File: config.mk
export PLATFORM = sky130hd
export DESIGN_NAME = modal_shift_reg
export DESIGN_NICKNAME = d
export VERILOG_FILES = /design/src/rtl/modal_reg_pkg.sv /design/src/rtl/modal_barrel.sv /design/src/rtl/modal_shift_reg.sv
export SDC_FILE = /design/constraint.sdc
export NUM_CORES = 1
export LEC_CHECK = 0
export ABC_AREA = 1
export CELL_PAD_IN_SITES_DETAIL_PLACEMENT = 0
export CELL_PAD_IN_SITES_GLOBAL_PLACEMENT = 2
export CORE_ASPECT_RATIO = 1.25
export CORE_MARGIN = 2
export CORE_UTILIZATION = 29
export DETAILED_ROUTE_END_ITERATION = 16
export MAX_ROUTING_LAYER = met4
export PLACE_DENSITY = 0.89
export SETUP_SLACK_MARGIN = 0.4
export SYNTH_ARGS = -nofsm -noshare
export SYNTH_HDL_FRONTEND = slang
export SYNTH_SLANG_ARGS = --single-unit
File: constraint.sdc
create_clock -name Clk -period 2 [get_ports Clk]
set_clock_uncertainty 0.1 [all_clocks]
set_input_delay 0.2 -clock Clk [delete_from_list [all_inputs] [get_ports Clk]]
set_output_delay 0.2 -clock Clk [all_outputs]
set_load 0.01 [all_outputs]
File: src/rtl/modal_reg_pkg.sv
// Shared types for the mode-controlled shift register: operation codes,
// sequencer states and the barrel-unit operation select.
package modal_reg_pkg;

   localparam int MODE_W = 4;

   typedef enum logic [MODE_W-1:0] {
      MODE_HOLD   = 4'd0,
      MODE_SHR    = 4'd1,
      MODE_SHL    = 4'd2,
      MODE_LOAD   = 4'd3,
      MODE_ROR    = 4'd4,
      MODE_ROL    = 4'd5,
      MODE_ASR    = 4'd6,
      MODE_AND    = 4'd7,
      MODE_OR     = 4'd8,
      MODE_XOR    = 4'd9,
      MODE_INC    = 4'd10,
      MODE_DEC    = 4'd11,
      MODE_CAP    = 4'd12,
      MODE_EMIT   = 4'd13,
      MODE_RSVD_E = 4'd14,
      MODE_RSVD_F = 4'd15
   } mode_t;

   typedef enum logic [1:0] {
      IDLE    = 2'd0,
      CAPTURE = 2'd1,
      EMIT    = 2'd2
   } state_t;

   typedef enum logic [1:0] {
      BOP_ROR = 2'd0,
      BOP_ROL = 2'd1,
      BOP_ASR = 2'd2
   } barrel_op_t;

endpackage

File: src/rtl/modal_barrel.sv
// Combinational rotate / arithmetic-shift unit used by the single-cycle
// ROR, ROL and ASR modes. Rotates take the amount modulo WIDTH; ASR with
// an amount of WIDTH or more replicates the sign bit across the word.
module modal_barrel
   import modal_reg_pkg::*;
#(
   parameter int WIDTH = 8,
   parameter int SHW   = $clog2(WIDTH)
) (
   input  logic [WIDTH-1:0] q_i,
   input  logic [SHW-1:0]   shamt_i,
   input  logic [1:0]       op_i,
   output logic [WIDTH-1:0] res_o
);

   logic [2*WIDTH-1:0] dbl;
   logic [SHW-1:0]     amt_mod;
   logic [31:0]        amt_ext;

   // Rotates work on a doubled copy of the word so the wrapped bits fall out naturally.
   always_comb begin
      amt_ext = 32'(shamt_i);
      amt_mod = SHW'(amt_ext % WIDTH);
      dbl     = '0;
      res_o   = q_i;
      case (op_i)
         BOP_ROR: begin
            dbl   = {q_i, q_i} >> amt_mod;
            res_o = dbl[WIDTH-1:0];
         end
         BOP_ROL: begin
            dbl   = {q_i, q_i} << amt_mod;
            res_o = dbl[2*WIDTH-1:WIDTH];
         end
         BOP_ASR: begin
            if (amt_ext >= 32'(WIDTH)) begin
               res_o = {WIDTH{q_i[WIDTH-1]}};
            end else begin
               res_o = $signed(q_i) >>> shamt_i;
            end
         end
         default: res_o = q_i;
      endcase
   end

endmodule

File: src/rtl/modal_shift_reg.sv
// Mode-controlled WIDTH-bit register: single-cycle shift/load/logic/count
// operations in IDLE, plus a counter-driven sequencer that serially
// captures or emits a full word with a busy/done handshake.
module modal_shift_reg
   import modal_reg_pkg::*;
#(
   parameter int WIDTH = 8,
   localparam int SHW  = $clog2(WIDTH)
) (
   input  logic              Clk,
   input  logic              nRst,
   input  logic              en,
   input  logic              abort,
   input  logic [MODE_W-1:0] mode,
   input  logic              Ser,
   input  logic [WIDTH-1:0]  D,
   input  logic [SHW-1:0]    shamt,
   output logic [WIDTH-1:0]  Q,
   output logic              Ser_out,
   output logic              carry,
   output logic              busy,
   output logic              done
);

   state_t           state_q, state_d;
   logic [WIDTH-1:0] q_q, q_d;
   logic [SHW-1:0]   cnt_q, cnt_d;
   logic             carry_q, carry_d;
   logic             done_q, done_d;

   logic [1:0]       bop;
   logic [WIDTH-1:0] barrel_res;
   logic             last_shift;

   // Pick the barrel operation from the mode; only consumed for modes 4-6.
   always_comb begin
      bop = BOP_ROR;
      if (mode == MODE_ROL) begin
         bop = BOP_ROL;
      end else if (mode == MODE_ASR) begin
         bop = BOP_ASR;
      end
   end

   modal_barrel #(
      .WIDTH (WIDTH),
      .SHW   (SHW)
   ) u_barrel (
      .q_i     (q_q),
      .shamt_i (shamt),
      .op_i    (bop),
      .res_o   (barrel_res)
   );

   assign last_shift = (cnt_q == SHW'(WIDTH - 1));

   // Next-state logic: abort of a running sequence beats enable; everything holds when en=0.
   always_comb begin
      state_d = state_q;
      q_d     = q_q;
      cnt_d   = cnt_q;
      carry_d = carry_q;
      done_d  = 1'b0;

      if ((state_q != IDLE) && abort) begin
         // Partial contents are kept; the sequence simply ends without a done pulse.
         state_d = IDLE;
         cnt_d   = '0;
      end else if (en) begin
         case (state_q)
            IDLE: begin
               carry_d = 1'b0;
               case (mode)
                  MODE_HOLD: q_d = q_q;
                  MODE_SHR:  q_d = {Ser, q_q[WIDTH-1:1]};
                  MODE_SHL:  q_d = {q_q[WIDTH-2:0], Ser};
                  MODE_LOAD: q_d = D;
                  MODE_ROR,
                  MODE_ROL,
                  MODE_ASR:  q_d = barrel_res;
                  MODE_AND:  q_d = q_q & D;
                  MODE_OR:   q_d = q_q | D;
                  MODE_XOR:  q_d = q_q ^ D;
                  // The extra MSB of the widened sum/difference is exactly the wrap flag.
                  MODE_INC:  {carry_d, q_d} = {1'b0, q_q} + {{WIDTH{1'b0}}, 1'b1};
                  MODE_DEC:  {carry_d, q_d} = {1'b0, q_q} - {{WIDTH{1'b0}}, 1'b1};
                  MODE_CAP: begin
                     state_d = CAPTURE;
                     cnt_d   = '0;
                  end
                  MODE_EMIT: begin
                     state_d = EMIT;
                     cnt_d   = '0;
                  end
                  default:   q_d = q_q;
               endcase
            end
            CAPTURE, EMIT: begin
               q_d = {(state_q == CAPTURE) ? Ser : 1'b0, q_q[WIDTH-1:1]};
               if (last_shift) begin
                  state_d = IDLE;
                  cnt_d   = '0;
                  done_d  = 1'b1;
               end else begin
                  cnt_d = cnt_q + SHW'(1);
               end
            end
            default: begin
               state_d = IDLE;
               cnt_d   = '0;
            end
         endcase
      end
   end

   // State register with synchronous active-low reset overriding any sequence.
   always_ff @(posedge Clk) begin
      if (!nRst) begin
         state_q <= IDLE;
         q_q     <= '0;
         cnt_q   <= '0;
         carry_q <= 1'b0;
         done_q  <= 1'b0;
      end else begin
         state_q <= state_d;
         q_q     <= q_d;
         cnt_q   <= cnt_d;
         carry_q <= carry_d;
         done_q  <= done_d;
      end
   end

   assign Q       = q_q;
   assign Ser_out = q_q[0];
   assign carry   = carry_q;
   assign busy    = (state_q != IDLE);
   assign done    = done_q;

endmodule

==> results.txt <==
The total core area was 8610 um^2; the worst-case vdd ir drop was 0.000230 V. The initial standard-cell utilization of the core is 29.5%, and the data arrival at the endpoint of the critical path is 1.36 ns. In the final design database the tool counted 586 nets.

The synthesized netlist devotes 13.3% of its cell area to compound gates. The synthesized netlist devotes 0% of its cell area to XOR and XNOR gates. The clock net in this run drives a total of 15 sinks. The mean area per synthesized cell works out to 5.47 um^2.

Summing over every cut layer, the via total after detailed routing is 3370. The final-layout fill cell count was 935. Number of hold buffers added after CTS: 0. Worst min-delay path startpoint: cnt_q[2]. In this run the worst path has a maximum fanout of 9.

The run finished with clean final reports. After routing the design area is 3730 um^2. The clock passes through at most 2 buffers.

The number of nets with antenna violations after detailed routing came out at 0. The run gives 603 MHz as the timing-limited maximum frequency. Final critical-path share of the clock period: 82.9%. For this run, the leading register cell type out of synthesis is sky130_fd_sc_hd__dfxtp_1. From synthesis to final layout, the design area changed by 47.0%. During I/O placement, the number of pins put on the boundary was 32. The tree is rooted in a sky130_fd_sc_hd__clkbuf_8. The total track usage is 21.3%, and the CTS buffer count is 3. For the global-route wire length before repair, the log shows 15700 um.

The routed wirelength normalized by instance count was 14.6 um. The setup path with the least slack is of type reg2out. In the layout the commonest cells are 133 x sky130_fd_sc_hd__nand2_1, 79 x sky130_fd_sc_hd__nand3_1, 52 x sky130_fd_sc_hd__buf_4, 27 x sky130_fd_sc_hd__nor2_1, 25 x sky130_fd_sc_hd__a21oi_1. The run gives 74.7% as the worst max-slew margin expressed relative to the limit. The reported max-cap violation count is 0, and the net switching share of the total power is 43.4%.

The post-route netlist has 29.9% of its cells at a drive strength greater than 1. The run gives 0 as the global-route congestion overflow total. The worst min-delay path class was reg2reg. Count of state elements after synthesis: 15. The HPWL after detailed placement is 7170 um.

After synthesis, the netlist uses 31 different library cells. The die extent in x was 87.7 um; the area enclosed by the die boundary was 9530 um^2. The die span in y is 109 um, and the number of H-tree levels is 1. Combinational logic burns 57.1% of the power.

The logs give 151 for the detailed router's first-iteration violation count and 0 for the number of antenna violations at the first check in global routing. Internal power comes to 816 uW. The final-report setup violation count is 0.

The most common library cell in the layout ignoring fill and taps is sky130_fd_sc_hd__nand2_1. For this run, the register share of the synthesized area comes to 11.8%. TritonCTS built the clock tree. The run gives 24.6% as the sequential share of power.

For this run, design rule violations remaining after detail routing come to 0. Summing all multi-input logic gate instances after layout gives 2220 um^2. Summing the areas of all and, or, nand and nor instances in the mapped netlist gives 53.2% of the synthesized area. Synthesis handed over a netlist of 464 instances. The first detailed-routing pass ran for 4 iterations. The proportion of synthesized area in mux cells was 0%. The tightest hold path in the finished design has a slack of 0.371 ns. The post-synthesis adder-cell area fraction was 11.3%. Counting flops with a built-in enable in the synthesized netlist gives 0. Across the whole layout, storage elements account for 330 um^2. Worst setup path startpoint: Q[3]. The final count of pins violating max slew was 0; the total inserted antenna cells was 0.

After detailed placement, the total cell area comes to 3260 um^2. Launch instance of the worst register-to-register path: state_q[0]. The final count of hold timing violations was 0. The via density per instance is 5.09. Cell area power density: 386 nW/um^2. At the worst endpoint, the required time is 1.70 ns. Synthesis produced a netlist with a net count of 507. For the pin with the worst max-slew slack, the measured transition is 0.379 ns. Counting flops with an async set or reset pin after synthesis yields a share of 0%. Routability-driven placement finished with a final weighted congestion of 0.892. STA classifies the critical path startpoint as a flip-flop. The clock reaches the later pin of the worst-skew pair after 0.25 ns. Number of rows created at floorplan: 38. The slack of the worst reg-to-reg path was 0.36 ns; the count of input and output buffers was 31. The count of yosys warnings during synthesis is 0. By area, the combinational part of the netlist is dominated by simple AND/OR/NAND/NOR gates.

The cell area that synthesis handed to floorplanning was 2540 um^2. Setup repair after global routing could not meet its margin everywhere. The via count of the first global-routing pass was 3347; the pin count of the biggest net entering global routing was 19. The tools report the switching component of the power as 627 uW. The nature of the critical path endpoint was a primary output. The cell leakage power is 1.81 nW, and the part of the power in the clock network is 18.2%. The total length of routed wires was 9640 um; the clock-pin slew reported for the worst setup and hold paths after clock tree synthesis was 0.07 ns. The routed design could run at a clock period as short as 1.66 ns.
## sequential cells by signal, summed over array words and instances (netlist names)
| name | count |
|---|---|
| Q | 8 |
| done | 1 |
| carry | 1 |
| cnt_q | 3 |
| state_q | 2 |
## per-layer routing
| metal | up-vias | global-route usage [%] | part of all wire, % |
|---|---|---|---|
| met4 | 0 | 10.4 | 3.7 |
| met5 | - | - | 0 |
| li1 | 1690 | - | - |
| met2 | 93 | 36.9 | 51 |
| met3 | 29 | 1.67 | 3.6 |
| met1 | 1558 | 24.5 | 42 |
## metrics by stage
| step | std cells | utilization [%] | power, mW | setup TNS [ns] | setup WS (ns) |
|---|---|---|---|---|---|
| global route | 662 | 43.4 | 1.55 | 0 | 0.243 |
| detailed placement | 638 | 37.9 | 1.05 | -0.229 | -0.0637 |
| floorplan | 464 | - | 0.786 | 0 | 0.334 |
| global placement | 638 | 37.9 | 1.05 | -0.0940 | -0.0688 |
| finish | 662 | 43.4 | 1.44 | 0 | 0.342 |
| CTS | 653 | 41.0 | 1.38 | 0 | 0.319 |
## worst max-delay path, cell delays in order, from the launching register on
cell and delay [ns]:
sky130_fd_sc_hd__dfxtp_4 0.44, sky130_fd_sc_hd__buf_4 0.14, sky130_fd_sc_hd__clkdlybuf4s50_1 0.53
## power by group through the flow
| stage | clock (mW) | sequential (mW) | combinational (mW) |
|---|---|---|---|
| floorplan | 0 | 0.348 | 0.438 |
| global placement | 0 | 0.359 | 0.690 |
| detailed placement | 0 | 0.359 | 0.690 |
| CTS | 0.269 | 0.354 | 0.759 |
| global route | 0.278 | 0.357 | 0.918 |
| finish | 0.263 | 0.355 | 0.825 |
## synth_stat cells (3+ instances only)
library cell,number,share of area [%]
sky130_fd_sc_hd__nand2_1,149,22
sky130_fd_sc_hd__o211ai_1,4,1.2
sky130_fd_sc_hd__o21ai_0,12,2.4
sky130_fd_sc_hd__nor2_4,5,2.2
sky130_fd_sc_hd__nand4_1,3,0.74
sky130_fd_sc_hd__nor2_1,38,5.6
sky130_fd_sc_hd__dfxtp_1,15,12
sky130_fd_sc_hd__ha_1,23,11
sky130_fd_sc_hd__nand3_1,87,17
sky130_fd_sc_hd__a21oi_1,28,5.5
sky130_fd_sc_hd__inv_2,10,1.5
sky130_fd_sc_hd__inv_1,37,5.5
sky130_fd_sc_hd__buf_2,11,2.2
sky130_fd_sc_hd__o21ai_1,10,2.0
sky130_fd_sc_hd__nand2_2,6,1.5
## kinds of logic after synthesis
kind of cell | Yosys count
DFF | 15
adders and majority gates | 23
and+or+nand+nor | 301
buffers and inverters | 63
AOI/OAI and AO/OA | 62
## layout make-up
| cell class | count | area share [%] |
|---|---|---|
| clock buffers | 4 | 1.21 |
| inverters | 47 | 5.26 |
| multi-input cells | 387 | 59.5 |
| flip-flops and latches | 15 | 8.85 |
| well taps | 120 | 4.02 |
| repair buffers | 89 | 21.2 |
## worst paths after layout
check | depth (start not counted) | to
max | 2 | Q[3]
max reg2reg | 10 | Q[0]
min reg2reg | 2 | cnt_q[2]
min | 2 | cnt_q[2]
## what timing repair did
action                                  4_1_cts  5_1_grt
pin swaps                                     9       21
setup buffers                                10        9
gates cloned                                  1        0
endpoints found under the setup margin       17       13
resized for setup                            61       48
Power figures use the tool's default switching activity.
